## config.mk

```make
export PLATFORM = sky130hd
export DESIGN_NAME = mult_div_unit
export DESIGN_NICKNAME = d
export VERILOG_FILES = /design/src/rtl/mult_div_unit.sv
export SDC_FILE = /design/constraint.sdc
export NUM_CORES = 1
export LEC_CHECK = 0
export BUFFER_PORTS_ARGS = -buffer_cell sky130_fd_sc_hd__buf_2
export CAP_MARGIN = 25
export CORE_MARGIN = 2
export CORE_UTILIZATION = 45
export DETAILED_ROUTE_END_ITERATION = 10
export REMOVE_ABC_BUFFERS = 1
export SETUP_SLACK_MARGIN = 0.3
export SYNTH_ARGS = -nofsm -noshare
export SYNTH_HDL_FRONTEND = slang
export SYNTH_SLANG_ARGS = --single-unit
```

## constraint.sdc

```tcl
create_clock -name clock -period 4.2 [get_ports clock]
set_input_delay 0 -clock clock [delete_from_list [all_inputs] [get_ports clock]]
set_output_delay 0 -clock clock [all_outputs]
set_load 0.03 [all_outputs]
```

## src/rtl/mult_div_unit.sv

```systemverilog
// rtl/mult_div_unit.sv - multi-cycle MULT/MULTU/DIV/DIVU unit with HI/LO registers
//
// Ports:
//   clock     in   rising-edge clock
//   reset     in   asynchronous active-low reset
//   start     in   launch request, sampled only in IDLE
//   op        in   00 MULT, 01 MULTU, 10 DIV, 11 DIVU
//   a, b      in   operands (rs / dividend, rt / divisor)
//   hi_we     in   MTHI strobe (IDLE only)
//   lo_we     in   MTLO strobe (IDLE only)
//   wdata     in   MTHI/MTLO data
//   hi, lo    out  architectural HI/LO registers
//   busy      out  state is not IDLE
//   done      out  one-cycle completion pulse
//   div_zero  out  divide-by-zero flag, valid while done
module mult_div_unit #(
  parameter int WIDTH = 32
) (
  input  logic             clock,
  input  logic             reset,
  input  logic             start,
  input  logic [1:0]       op,
  input  logic [WIDTH-1:0] a,
  input  logic [WIDTH-1:0] b,
  input  logic             hi_we,
  input  logic             lo_we,
  input  logic [WIDTH-1:0] wdata,
  output logic [WIDTH-1:0] hi,
  output logic [WIDTH-1:0] lo,
  output logic             busy,
  output logic             done,
  output logic             div_zero
);

  localparam int CW = $clog2(WIDTH + 1);

  typedef enum logic [1:0] {
    IDLE = 2'd0,
    RUN  = 2'd1,
    FIX  = 2'd2,
    DONE = 2'd3
  } state_t;

  state_t state, next_state;

  logic [2*WIDTH-1:0] acc;       // mul: {partial upper, multiplier}; div: {remainder, quotient}
  logic [WIDTH-1:0]   operand;   // multiplicand or divisor magnitude
  logic [CW-1:0]      count;
  logic               is_div;
  logic               lo_neg;    // product sign (mul) / quotient sign (div)
  logic               hi_neg;    // product sign (mul) / remainder sign (div)
  logic               dz;

  // Launch-time decode
  logic             op_signed, op_div, b_zero;
  logic [WIDTH-1:0] a_mag, b_mag;

  assign op_signed = ~op[0];
  assign op_div    = op[1];
  assign b_zero    = (b == '0);
  assign a_mag     = (op_signed && a[WIDTH-1]) ? (~a + 1'b1) : a;
  assign b_mag     = (op_signed && b[WIDTH-1]) ? (~b + 1'b1) : b;

  // One shift-add multiply step: the carry out of the add becomes the new MSB
  // once the whole product shifts right.
  logic [WIDTH:0]     mul_sum;
  logic [2*WIDTH-1:0] mul_next;

  assign mul_sum  = {1'b0, acc[2*WIDTH-1:WIDTH]} + (acc[0] ? {1'b0, operand} : '0);
  assign mul_next = {mul_sum, acc[WIDTH-1:1]};

  // One restoring divide step: trial is the remainder shifted left with the
  // next dividend bit brought in from the quotient half.
  logic [WIDTH:0]     div_trial, div_diff;
  logic [2*WIDTH-1:0] div_next;

  assign div_trial = acc[2*WIDTH-1:WIDTH-1];
  assign div_diff  = div_trial - {1'b0, operand};
  assign div_next  = div_diff[WIDTH] ? {div_trial[WIDTH-1:0], acc[WIDTH-2:0], 1'b0}
                                     : {div_diff[WIDTH-1:0],  acc[WIDTH-2:0], 1'b1};

  // Sign fix-up of the finished magnitudes
  logic [2*WIDTH-1:0] prod_fixed;
  logic [WIDTH-1:0]   quo_fixed, rem_fixed;

  assign prod_fixed = lo_neg ? (~acc + 1'b1) : acc;
  assign quo_fixed  = lo_neg ? (~acc[WIDTH-1:0] + 1'b1) : acc[WIDTH-1:0];
  assign rem_fixed  = hi_neg ? (~acc[2*WIDTH-1:WIDTH] + 1'b1) : acc[2*WIDTH-1:WIDTH];

  // State register
  always_ff @(posedge clock or negedge reset) begin
    if (!reset) state <= IDLE;
    else        state <= next_state;
  end

  // Next-state logic
  always_comb begin
    next_state = state;
    case (state)
      IDLE: if (start) next_state = (op_div && b_zero) ? DONE : RUN;
      RUN:  if (count == CW'(1)) next_state = FIX;
      FIX:  next_state = DONE;
      DONE: next_state = IDLE;
      default: next_state = IDLE;
    endcase
  end

  // Output logic
  always_comb begin
    busy     = (state != IDLE);
    done     = (state == DONE);
    div_zero = (state == DONE) && dz;
  end

  // Datapath and HI/LO
  always_ff @(posedge clock or negedge reset) begin
    if (!reset) begin
      acc     <= '0;
      operand <= '0;
      count   <= '0;
      is_div  <= 1'b0;
      lo_neg  <= 1'b0;
      hi_neg  <= 1'b0;
      dz      <= 1'b0;
      hi      <= '0;
      lo      <= '0;
    end else begin
      case (state)
        IDLE: begin
          if (hi_we) hi <= wdata;
          if (lo_we) lo <= wdata;
          if (start) begin
            is_div  <= op_div;
            count   <= CW'(WIDTH);
            dz      <= op_div && b_zero;
            lo_neg  <= op_signed && (a[WIDTH-1] ^ b[WIDTH-1]);
            if (op_div) begin
              acc     <= {{WIDTH{1'b0}}, a_mag};
              operand <= b_mag;
              hi_neg  <= op_signed && a[WIDTH-1];
            end else begin
              acc     <= {{WIDTH{1'b0}}, b_mag};
              operand <= a_mag;
              hi_neg  <= op_signed && (a[WIDTH-1] ^ b[WIDTH-1]);
            end
          end
        end
        RUN: begin
          acc   <= is_div ? div_next : mul_next;
          count <= count - 1'b1;
        end
        FIX: begin
          if (is_div) begin
            lo <= quo_fixed;
            hi <= rem_fixed;
          end else begin
            lo <= prod_fixed[WIDTH-1:0];
            hi <= prod_fixed[2*WIDTH-1:WIDTH];
          end
        end
        default: ;
      endcase
    end
  end

endmodule

```

==> results.yml <==
clocking:
  cts_setup_buffers: 0
  cts_tree: "done"
  numCtsBuffers: 17
  clk_latency_ns: 0.46
  clkTransAtPathRegs_ns: 0.08
  cts_sinks: 172
  cts.path.max_buffers: 2
  root_buffer: "clkbuf_16"
  htreeDepth: 4
route:
  final_antenna_net_count: 0
  drtIter0Drc: 1658
  drcViolationCount: 0
  num_vias: 15700
  routed_via_density: 6.10
  wirelength_um: 57300
  wl_per_cell_um: 22.3
  drtPass1Iterations: 5
worst_setup_path:
  reg2reg_depth: 10
  worstPathCellList: "ha_1 > a21oi_1 > o21ai_0 > a32o_1 > o311a_1 > o21ai_1 > and2_4 > buf_4 > a2bb2oi_1 > o211ai_1"
  r2r_end: "acc[61]$_DFFE_PN0P_"
  critical-path-max-stage-delay_ns: 0.51
  cp_slowest_cell: "and2_4"
  critPathRequiredTime_ns: 4.52
  r2r-start: "acc[48]$_DFFE_PN0P_"
  worst_setup_path_end_kind: "flip-flop"
  reg2reg_slack_ns: 0.61
  path_class: "flip-flop to flip-flop"
  arrival_ns: 3.92
  worstPathMaxFanout: 23
  cp-start-kind: "flip-flop"
synth:
  syn_area_per_cell_sq_um: 7.84
  synth_ff_type: "dfrtp_1"
  synth-edff-count: 0
  netlist_area_sq_mm: 0.0152
  synth-async-reset-ratio_pct: 100
  syn_inst: 1936
  yosys_warnings: 0
  ys_ff_latch: 172
  ys_seq_area_share_pct: 28.3
  synth_cell_types: 79
timing:
  rsz0062_at_grt: "no"
  setup_viol: 0
  fin_crit_ns: 3.59
  finalClockSkew_ns: 0.0166
  final.setup.worst_slack_ns: 0.607
  finalHoldViolations: 0
  period_share_pct: 85.5
  slew_viol_final: 0
  tightest_slew_ns: 1.06
  finalSetupTns_ns: 0
  relSlewSlack_pct: 29.5
  timing.fmax_mhz: 278
place:
  dp_hpwl_um: 43900
  place_ws_ns: 0.497
  placed_area_sq_mm: 0.0166
  portBuffers: 169
  gp_congestion: 0.983
pwr:
  pwr-share-comb_pct: 66.8
  clkPwrFrac_pct: 12.1
  power_density_mw_per_mm2: 861
  total_power_uw: 15300
  swShare_pct: 52.7
  p_sw_uw: 8040
  seq_power_share_pct: 21.0
  vdd_drop_max_mv: 0.823
  leakage_uw: 0.00797
  p_int_uw: 7230
floorplan:
  die_x_um: 188
  pin_count: 170
  coreArea_sq_mm: 0.0334
  start_util_pct: 45.5
  die_height_um: 188
  dieArea_sq_mm: 0.0352
  row_count: 67
outcome:
  status: "finished, final reports clean"
layout:
  diodes: 0
  syn_to_final_growth_pct: 16.8
  post-route-util_pct: 53.2
  design_area_sq_mm: 0.0177
  nets: 2285
  drive_gt1_share_pct: 14.6
worst_hold_path:
  holdCritStartpoint: "wdata[19]"
  hold_class: "input port to flip-flop"
  holdPathStages: 4
  min_to: "lo[19]$_DFFE_PN0P_"
job:
  maxCapViolations: 0
global_route:
  overflow: 0
  grt_max_degree: 91
  grt_pass1_wl_um: 86700
  grt_use_total_pct: 32.1
  antenna_found_initial: 0
  grt_pass1_vias: 14600
## how the worst max path moves through the flow
stage                         startpoint                  end  slack (ns)  cells past startpoint
finish               acc[48]$_DFFE_PN0P_  acc[61]$_DFFE_PN0P_        0.61                     10
global route          acc[0]$_DFFE_PN0P_  acc[60]$_DFFE_PN0P_        0.30                     12
CTS                  acc[48]$_DFFE_PN0P_  acc[61]$_DFFE_PN0P_        0.46                     10
detailed placement   acc[48]$_DFFE_PN0P_  acc[36]$_DFFE_PN0P_        0.50                     10
global placement     acc[48]$_DFFE_PN0P_  acc[37]$_DFFE_PN0P_        0.61                     10
floorplan           state[0]$_DFFE_PN0P_  acc[63]$_DFFE_PN0P_       -2.10                      9
## cell families after synthesis
logic type	count (synthesis)	share of synthesized area (%)
AOI/OAI and AO/OA	669	27.3
and+or+nand+nor	588	18.4
adders and majority gates	76	6.36
DFF	172	28.3
muxes	70	4.79
xor gates and xnor gates	174	10.0
buffers and inverters	187	4.76
## layout by cell type (no fill, tap or decap), types with 20 or more instances in the layout
master / instances
inv_1: 68
dlygate4sd3_1: 43
mux2i_1: 49
nand2_1: 174
nand3_1: 28
nor2_1: 181
dfrtp_1: 171
o211ai_1: 24
buf_4: 55
a21o_1: 53
ha_1: 73
buf_2: 168
a21oi_1: 198
or3_1: 21
nor2b_1: 20
nor4_1: 20
o21ai_0: 183
o31ai_1: 20
mux2_2: 21
nor3_1: 41
xor2_1: 76
a211oi_1: 48
xnor2_1: 98
## sequential cells by signal (all words and copies together), names as in the netlist
signal,flops
acc,64
count,6
dz,1
hi,32
hi_neg,1
is_div,1
lo,32
lo_neg,1
operand,32
state,2
## what timing repair did
item,4_1_cts,5_1_grt
endpoints found under the setup margin,0,10
hold endpoints to repair,153,0
hold buffers,43,0
gates resized for setup,0,1
## critical path, delay by kind of cell, from the launching register on
family	cells	cell delay [ns]
adder cells (fa/ha/maj)	1	0.43
buffers and inverters	1	0.24
flip-flops	1	0.48
AND/OR/NAND/NOR	1	0.51
AO/OA/AOI/OAI	7	1.78
## power by group through the flow
stage	sequential (uW)	clock [uW]	combinational (uW)
after detailed placement	3220	0	9960
after CTS	3190	1870	10100
final	3210	1850	10200
after global placement	3190	0	9920
after global routing	3320	1930	11000
after floorplan	3710	0	6200
## layer usage
metal | vias up | part of all wire, % | track usage [%]
li1 | 7370 | - | -
met1 | 7454 | 44 | 43.3
met2 | 713 | 44 | 49.7
met3 | 121 | 8.0 | 6.72
met4 | 0 | 4.6 | 14.1
met5 | - | 0 | 0
## area by class of cell
type,instances,area (sq um)
Fill cell,3244,15600
Multi-Input combinational cell,1577,10200
Sequential cell,172,4310
Clock buffer,20,467
Inverter,69,259
Tap cell,448,561
Clock inverter,12,194
Timing Repair Buffer,269,1740
## cells in the mapped netlist (4+ instances only)
cell type,number,area [sq um]
dfrtp_1,172,4300
nor2b_1,20,125
o21bai_1,9,67.6
and3_1,10,62.6
buf_1,7,26.3
a21oi_1,200,1000
inv_1,68,255
a211oi_1,48,360
a31o_2,5,43.8
nand3b_1,4,30.0
a32oi_1,7,61.3
o31ai_1,20,150
o211ai_1,24,180
o21ai_1,4,20.0
ha_1,74,926
nor3b_1,8,60.1
buf_2,7,35.0
nand4_1,16,100
nor4_1,20,125
mux2i_1,49,490
o21ai_0,183,916
o22ai_1,5,31.3
clkbuf_1,100,375
xor2_1,76,666
or4_4,4,45.0
or3_1,21,131
o41ai_1,12,105
nor3_1,41,205
mux2_2,21,236
o21a_1,11,82.6
nand3_1,28,140
and2_1,12,75.1
or4_1,13,97.6
nand2_1,175,657
a22oi_1,19,143
xnor2_1,98,858
nor2_1,181,679
or2_2,7,43.8
a31oi_1,19,119
a21o_1,53,398
o221ai_1,10,87.6
nand2b_1,18,113
## metrics by stage
stage               hold WS (ns)  instances
global placement           0.161       2492
detailed placement         0.166       2492
CTS                     0.000942       2567
global route              0.0333       2567
finish                    0.0117       2567
floorplan                 -0.296       1818
(Power assumes the default switching activity.)
